File: src/rtl/cblock_cfgchain_if.sv
// rtl/cblock_cfgchain_if.sv - configuration chain and routing track bundle for cblock_cfgchain
interface cblock_cfgchain_if #(
   parameter int W = 3
);
   logic         cfg_shift_en;
   logic         cfg_din;
   logic         cfg_dout;
   logic         cfg_commit;
   logic         cfg_done;
   logic         cfg_err;
   logic [W-1:0] left_i;
   logic [W-1:0] right_o;
   logic         up_i;
   logic         up_o;
   logic         down_i;
   logic         down_o;

   modport slave (
      input  cfg_shift_en, cfg_din, cfg_commit, left_i, up_i, down_i,
      output cfg_dout, cfg_done, cfg_err, right_o, up_o, down_o
   );

   modport master (
      output cfg_shift_en, cfg_din, cfg_commit, left_i, up_i, down_i,
      input  cfg_dout, cfg_done, cfg_err, right_o, up_o, down_o
   );
endinterface

File: src/rtl/cblock_cfgchain.sv
// rtl/cblock_cfgchain.sv - connection block with serial shadow/active config chain (optional CBLOCK_CFG_PARITY_EN)
module cblock_cfgchain #(
   parameter int W = 3
) (
   input  logic              clk,
   input  logic              rst_n,
   cblock_cfgchain_if.slave  bus
);
   localparam int CFG_BITS = 6 * W;
`ifdef CBLOCK_CFG_PARITY_EN
   localparam int SH_BITS  = CFG_BITS + 1;
`else
   localparam int SH_BITS  = CFG_BITS;
`endif
   localparam int EXPECTED = SH_BITS;
   localparam int CNT_W    = $clog2(EXPECTED + 2);
   localparam logic [CNT_W-1:0] CNT_EXP = CNT_W'(EXPECTED);
   localparam logic [CNT_W-1:0] CNT_SAT = CNT_W'(EXPECTED + 1);

   logic [SH_BITS-1:0]  r_shadow;
   logic [CFG_BITS-1:0] r_active;
   logic [CNT_W-1:0]    r_cnt;
   logic                r_done;
   logic                r_err;

   logic                w_check_ok;
   logic                w_commit_ok;
   logic                w_shift;
   logic [CFG_BITS-1:0] w_cfg_data;

   // Data bits sit at the top of the shadow; a parity bit, when present, is the LSB
   assign w_cfg_data = r_shadow[SH_BITS-1 -: CFG_BITS];
`ifdef CBLOCK_CFG_PARITY_EN
   assign w_check_ok = ~(^r_shadow);
`else
   assign w_check_ok = 1'b1;
`endif
   assign w_commit_ok = bus.cfg_commit && (r_cnt == CNT_EXP) && w_check_ok;
   // A commit in the same cycle swallows any shift request
   assign w_shift     = bus.cfg_shift_en && !bus.cfg_commit;

   // Serial shadow load, first bit in ends up at the MSB after a full load
   always_ff @(posedge clk or negedge rst_n) begin
      if (!rst_n) begin
         r_shadow <= '0;
      end else if (w_shift) begin
         r_shadow <= {r_shadow[SH_BITS-2:0], bus.cfg_din};
      end
   end

   // Saturating count of accepted shifts since the last commit attempt
   always_ff @(posedge clk or negedge rst_n) begin
      if (!rst_n) begin
         r_cnt <= '0;
      end else if (bus.cfg_commit) begin
         r_cnt <= '0;
      end else if (w_shift && (r_cnt != CNT_SAT)) begin
         r_cnt <= r_cnt + 1'b1;
      end
   end

   // Atomic copy of a validated shadow into the active configuration
   always_ff @(posedge clk or negedge rst_n) begin
      if (!rst_n) begin
         r_active <= '0;
      end else if (w_commit_ok) begin
         r_active <= w_cfg_data;
      end
   end

   // Commit status: one-cycle done pulse, sticky error until reset
   always_ff @(posedge clk or negedge rst_n) begin
      if (!rst_n) begin
         r_done <= 1'b0;
         r_err  <= 1'b0;
      end else begin
         r_done <= w_commit_ok;
         if (bus.cfg_commit && !w_commit_ok) begin
            r_err <= 1'b1;
         end
      end
   end

   logic [W-1:0] w_vl, w_vr, w_lu, w_dr, w_ur, w_ld;
   assign w_vl = r_active[6*W-1 -: W];
   assign w_vr = r_active[5*W-1 -: W];
   assign w_lu = r_active[4*W-1 -: W];
   assign w_dr = r_active[3*W-1 -: W];
   assign w_ur = r_active[2*W-1 -: W];
   assign w_ld = r_active[W-1  -: W];

   logic [W:0]   w_l;
   logic [W:0]   w_r;
   logic [W-1:0] w_h;
   logic [W-1:0] w_right;

   // Priority-mux routing: left column climbs, horizontals tap it, right column descends
   always_comb begin
      w_l     = '0;
      w_r     = '0;
      w_h     = '0;
      w_right = '0;
      w_l[0]  = bus.down_i;
      for (int i = 0; i < W; i++) begin
         w_l[i+1] = w_vl[i] ? w_l[i] : (w_lu[i] ? bus.left_i[i] : 1'b0);
      end
      for (int i = 0; i < W; i++) begin
         w_h[i] = w_dr[i] ? w_l[i] : bus.left_i[i];
      end
      w_r[W] = bus.up_i;
      for (int i = W - 1; i >= 0; i--) begin
         w_r[i] = w_vr[i] ? w_r[i+1] : (w_ld[i] ? w_h[i] : 1'b0);
      end
      for (int i = 0; i < W; i++) begin
         w_right[i] = w_ur[i] ? w_r[i+1] : w_h[i];
      end
   end

   assign bus.right_o  = w_right;
   assign bus.up_o     = w_l[W];
   assign bus.down_o   = w_r[0];
   assign bus.cfg_dout = r_shadow[SH_BITS-1];
   assign bus.cfg_done = r_done;
   assign bus.cfg_err  = r_err;
endmodule
File: src/flat_wrapper.sv
// flat-port wrapper written by rule: the top's interface ports become plain ports
module cblock_cfgchain_flat 
#(
   parameter int W = 3
)
  (clk, rst_n, bus_cfg_shift_en, bus_cfg_din, bus_cfg_commit, bus_left_i, bus_up_i, bus_down_i, bus_cfg_dout, bus_cfg_done, bus_cfg_err, bus_right_o, bus_up_o, bus_down_o);
  cblock_cfgchain_if #(.W(W)) bus_i ();
  input  logic clk;
  input  logic rst_n;
  input wire logic [$bits(bus_i.cfg_shift_en)-1:0] bus_cfg_shift_en;
  input wire logic [$bits(bus_i.cfg_din)-1:0] bus_cfg_din;
  input wire logic [$bits(bus_i.cfg_commit)-1:0] bus_cfg_commit;
  input wire logic [$bits(bus_i.left_i)-1:0] bus_left_i;
  input wire logic [$bits(bus_i.up_i)-1:0] bus_up_i;
  input wire logic [$bits(bus_i.down_i)-1:0] bus_down_i;
  output wire logic [$bits(bus_i.cfg_dout)-1:0] bus_cfg_dout;
  output wire logic [$bits(bus_i.cfg_done)-1:0] bus_cfg_done;
  output wire logic [$bits(bus_i.cfg_err)-1:0] bus_cfg_err;
  output wire logic [$bits(bus_i.right_o)-1:0] bus_right_o;
  output wire logic [$bits(bus_i.up_o)-1:0] bus_up_o;
  output wire logic [$bits(bus_i.down_o)-1:0] bus_down_o;
  assign bus_i.cfg_shift_en = bus_cfg_shift_en;
  assign bus_i.cfg_din = bus_cfg_din;
  assign bus_i.cfg_commit = bus_cfg_commit;
  assign bus_i.left_i = bus_left_i;
  assign bus_i.up_i = bus_up_i;
  assign bus_i.down_i = bus_down_i;
  assign bus_cfg_dout = bus_i.cfg_dout;
  assign bus_cfg_done = bus_i.cfg_done;
  assign bus_cfg_err = bus_i.cfg_err;
  assign bus_right_o = bus_i.right_o;
  assign bus_up_o = bus_i.up_o;
  assign bus_down_o = bus_i.down_o;
  cblock_cfgchain #(.W(W)) u_core (.clk(clk), .rst_n(rst_n), .bus(bus_i));
endmodule
File: config.mk
export PLATFORM = sky130hd
export DESIGN_NAME = cblock_cfgchain_flat
export DESIGN_NICKNAME = d
export VERILOG_FILES = /design/src/rtl/cblock_cfgchain_if.sv /design/src/rtl/cblock_cfgchain.sv /design/src/flat_wrapper.sv
export SDC_FILE = /design/constraint.sdc
export NUM_CORES = 1
export LEC_CHECK = 0
export CORE_MARGIN = 2
export CORE_UTILIZATION = 35
export CTS_BUF_LIST = sky130_fd_sc_hd__clkbuf_16
export DETAILED_ROUTE_END_ITERATION = 12
export DONT_BUFFER_PORTS = 1
export SKIP_CTS_REPAIR_TIMING = 1
export SYNTH_ARGS = -nofsm -noshare
export SYNTH_HDL_FRONTEND = slang
export SYNTH_SLANG_ARGS = --single-unit
File: constraint.sdc
create_clock -name clk -period 2.7 [get_ports clk]
set_clock_uncertainty 0.1 [all_clocks]
set_input_delay 0.81 -clock clk [delete_from_list [all_inputs] [get_ports clk]]
set_output_delay 0.81 -clock clk [all_outputs]
set_load 0.005 [all_outputs]
==> out/results.tsv <==
stage	metric	value	unit
outcome	run_status	finished clean	
yosys	yosysTopAreaCellShare	0.571	
route	drt_iter0_markers	42	
global_route	grt_pass1_wl	5670	µm
clock_tree	clk_latency	0.28	ns
timing	maxSlewViolCount	0	
global_route	grt.overflow.total	0	
power	ir_drop	0.352	mV
timing	setup-tns-final	0	ns
clock_tree	cts_buffers	5	
timing	max-slew-margin-rel	0.746	
setup_path	crit_end	bus_right_o[2]	
cells_and_area	design_area	2110	µm²
yosys	synth_nets	149	
timing	hold_viol_final	0	
route	dr.pass1.iters	5	
yosys	syn_area	1890	µm²
power	p_per_area	730	nW/µm²
setup_path	r2r_slack	0.97	ns
timing	rsz0062_at_grt	false	
route	drt_wl_total	3280	µm
cells_and_area	finalNetCount	154	
clock_tree	ctsLongestPathBuffers	2	
yosys	syn_area_per_cell	13.8	µm²
timing	fin_crit_sh	0.962	
run	drv_cap	0	
cells_and_area	layout-drive-gt1-share	0.343	
die	std_cell_rows	26	
hold_path	min_path_type	in -> async	
setup_path	reg2regPathDepth	3	
route	wl_per_cell	15.4	µm
timing	fin_hold_ws	0.123	ns
setup_path	cp_max_fo	2	
global_route	antenna_found_initial	0	
yosys	ys_seq_elements	43	
place	place_congestion	0.761	
setup_path	r2r-start	u_core.r_cnt[2]	
global_route	grt_max_degree	44	
cells_and_area	seq_area	1080	µm²
setup_path	crit_required	1.79	ns
cells_and_area	fillers	507	
die	coreArea	5140	µm²
die	start_util	0.367	
clock_tree	cts_root_buf	clkbuf_16	
timing	finalSetupViolCount	0	
timing	min_period	2.60	ns
cells_and_area	syn_to_final_growth	11.7	%
clock_tree	htreeDepth	2	
global_route	track_usage	0.122	
setup_path	r2r-end	u_core.r_active[13]	
die	die_h	77.4	µm
route	num_vias	1081	
setup_path	cp-start-kind	input port	
place	dp_hpwl	2330	µm
clock_tree	cts_tree	yes	
die	dieArea	5990	µm²
timing	fmax	385	MHz
die	io_pins	18	
yosys	synthCells	137	
place	port_buffers	0	
cells_and_area	layout_common_cells	dfrtp_1 (43), mux2_2 (27), nand2_1 (10)	
global_route	first_global_vias	1190	
cells_and_area	final_common_cell	dfrtp_1	
cells_and_area	multi_input_area	772	µm²
timing	max_slew.worst_pin.slew	0.379	ns
clock_tree	clkTransAtPathRegs	0.06	ns
setup_path	startpoint	bus_left_i[0]	
die	die_w	77.4	µm
yosys	yosys.area.top_type	dfrtp_1	
clock_tree	clock_sink_count	43	
setup_path	crit_type	in -> out	
yosys	yosys_warnings	0	
setup_path	crit_arrival	1.69	ns
route	ant_nets	0	
yosys	synthDistinctLibCells	27	
yosys	synth.area.top_cells	dfrtp_1 (57%), mux2_2 (16%), mux2_4 (7.2%)	
route	via_per_inst	5.08	
setup_path	cp-end-kind	output pin	
yosys	ys_seq_area_frac	0.571	
power	leakagePower	0.993	nW
place	placed_area	1960	µm²
route	drc	0	
cells_and_area	n_antenna_cell	0	
==> per-layer routing <==
layer | GRT usage | wire [µm]
met1 | 0.154 | 1420
met3 | 0.0442 | 165
met2 | 0.190 | 1660
met5 | 0 | 0
met4 | 0.0482 | 40
==> critical path, cell delays in order <==
cell      delay, ns
nand3b_1       0.09
a31oi_1        0.31
buf_4          0.17
mux2i_1        0.07
o21ai_0        0.23
==> power by group <==
group / switching (W) / leakage, nW / total [W] / internal [W]
Sequential: 0.0000836 / 0.569 / 0.000838 / 0.000755
Clock: 0.000226 / 0.0710 / 0.000563 / 0.000337
Combinational: 0.0000417 / 0.353 / 0.000137 / 0.0000956
==> registers in the layout (all words and copies together) (netlist names) <==
signal,count
u_core.r_shadow,18
u_core.r_cnt,5
u_core.r_active,18
u_core.bus.cfg_done,1
u_core.bus.cfg_err,1
==> final cells by class <==
| type | count | area share |
|---|---|---|
| clock buffers | 5 | 0.0594 |
| clock inverters | 3 | 0.00772 |
| inverters | 4 | 0.00713 |
| multi-input cells | 86 | 0.366 |
| flip-flops and latches | 43 | 0.511 |
| well taps | 70 | 0.0416 |
| repair buffers | 2 | 0.00713 |
==> worst min-delay path by stage <==
| stage | startpoint | to | slack, ns | depth (start not counted) |
|---|---|---|---|---|
| global placement | u_core.bus.cfg_err | u_core.bus.cfg_err | 0.37 | 1 |
| floorplan | u_core.bus.cfg_err | u_core.bus.cfg_err | 0.35 | 1 |
| global route | rst_n | u_core.r_shadow[14] | 0.11 | 0 |
| finish | rst_n | u_core.r_active[10] | 0.12 | 0 |
| CTS | rst_n | u_core.r_shadow[17] | 0.12 | 0 |
| detailed placement | u_core.bus.cfg_err | u_core.bus.cfg_err | 0.38 | 1 |
==> logic make-up after synthesis <==
| logic type | after synthesis | synth area share |
|---|---|---|
| DFF | 43 | 0.571 |
| xor gates and xnor gates | 3 | 0.0139 |
| adders and majority gates | 2 | 0.0133 |
| and+or+nand+nor | 28 | 0.0843 |
| AOI/OAI and AO/OA | 14 | 0.0458 |
| muxes | 39 | 0.249 |
| buffers and inverters | 8 | 0.0232 |
==> through the flow <==
stage / util / power (W) / std cells / worst slack, ns
6_report: 0.410 / 0.00154 / 213 / 0.102
5_1_grt: 0.410 / 0.00162 / 213 / 0.0266
4_1_cts: 0.409 / 0.00156 / 213 / 0.0218
3_5_place_dp: 0.381 / 0.000991 / 205 / 0.0421
3_3_place_gp: 0.381 / 0.000975 / 205 / 0.0208
2_1_floorplan: - / 0.000944 / 137 / 0.320
==> cells in the mapped netlist, drive strengths merged <==
cell,instances
nor4bb,1
nor3,1
nand4,2
mux2i,3
nand2,10
buf,4
a21oi,2
a221oi,1
dfrtp,43
a21o,1
mux2,36
nand3b,1
xor2,2
o21ai,5
inv,4
a31oi,4
xnor2,1
a21bo,1
nor2,8
ha,2
nor3b,2
nor2b,2
nand3,1
Note: power is estimated with default switching activity, not from simulation.
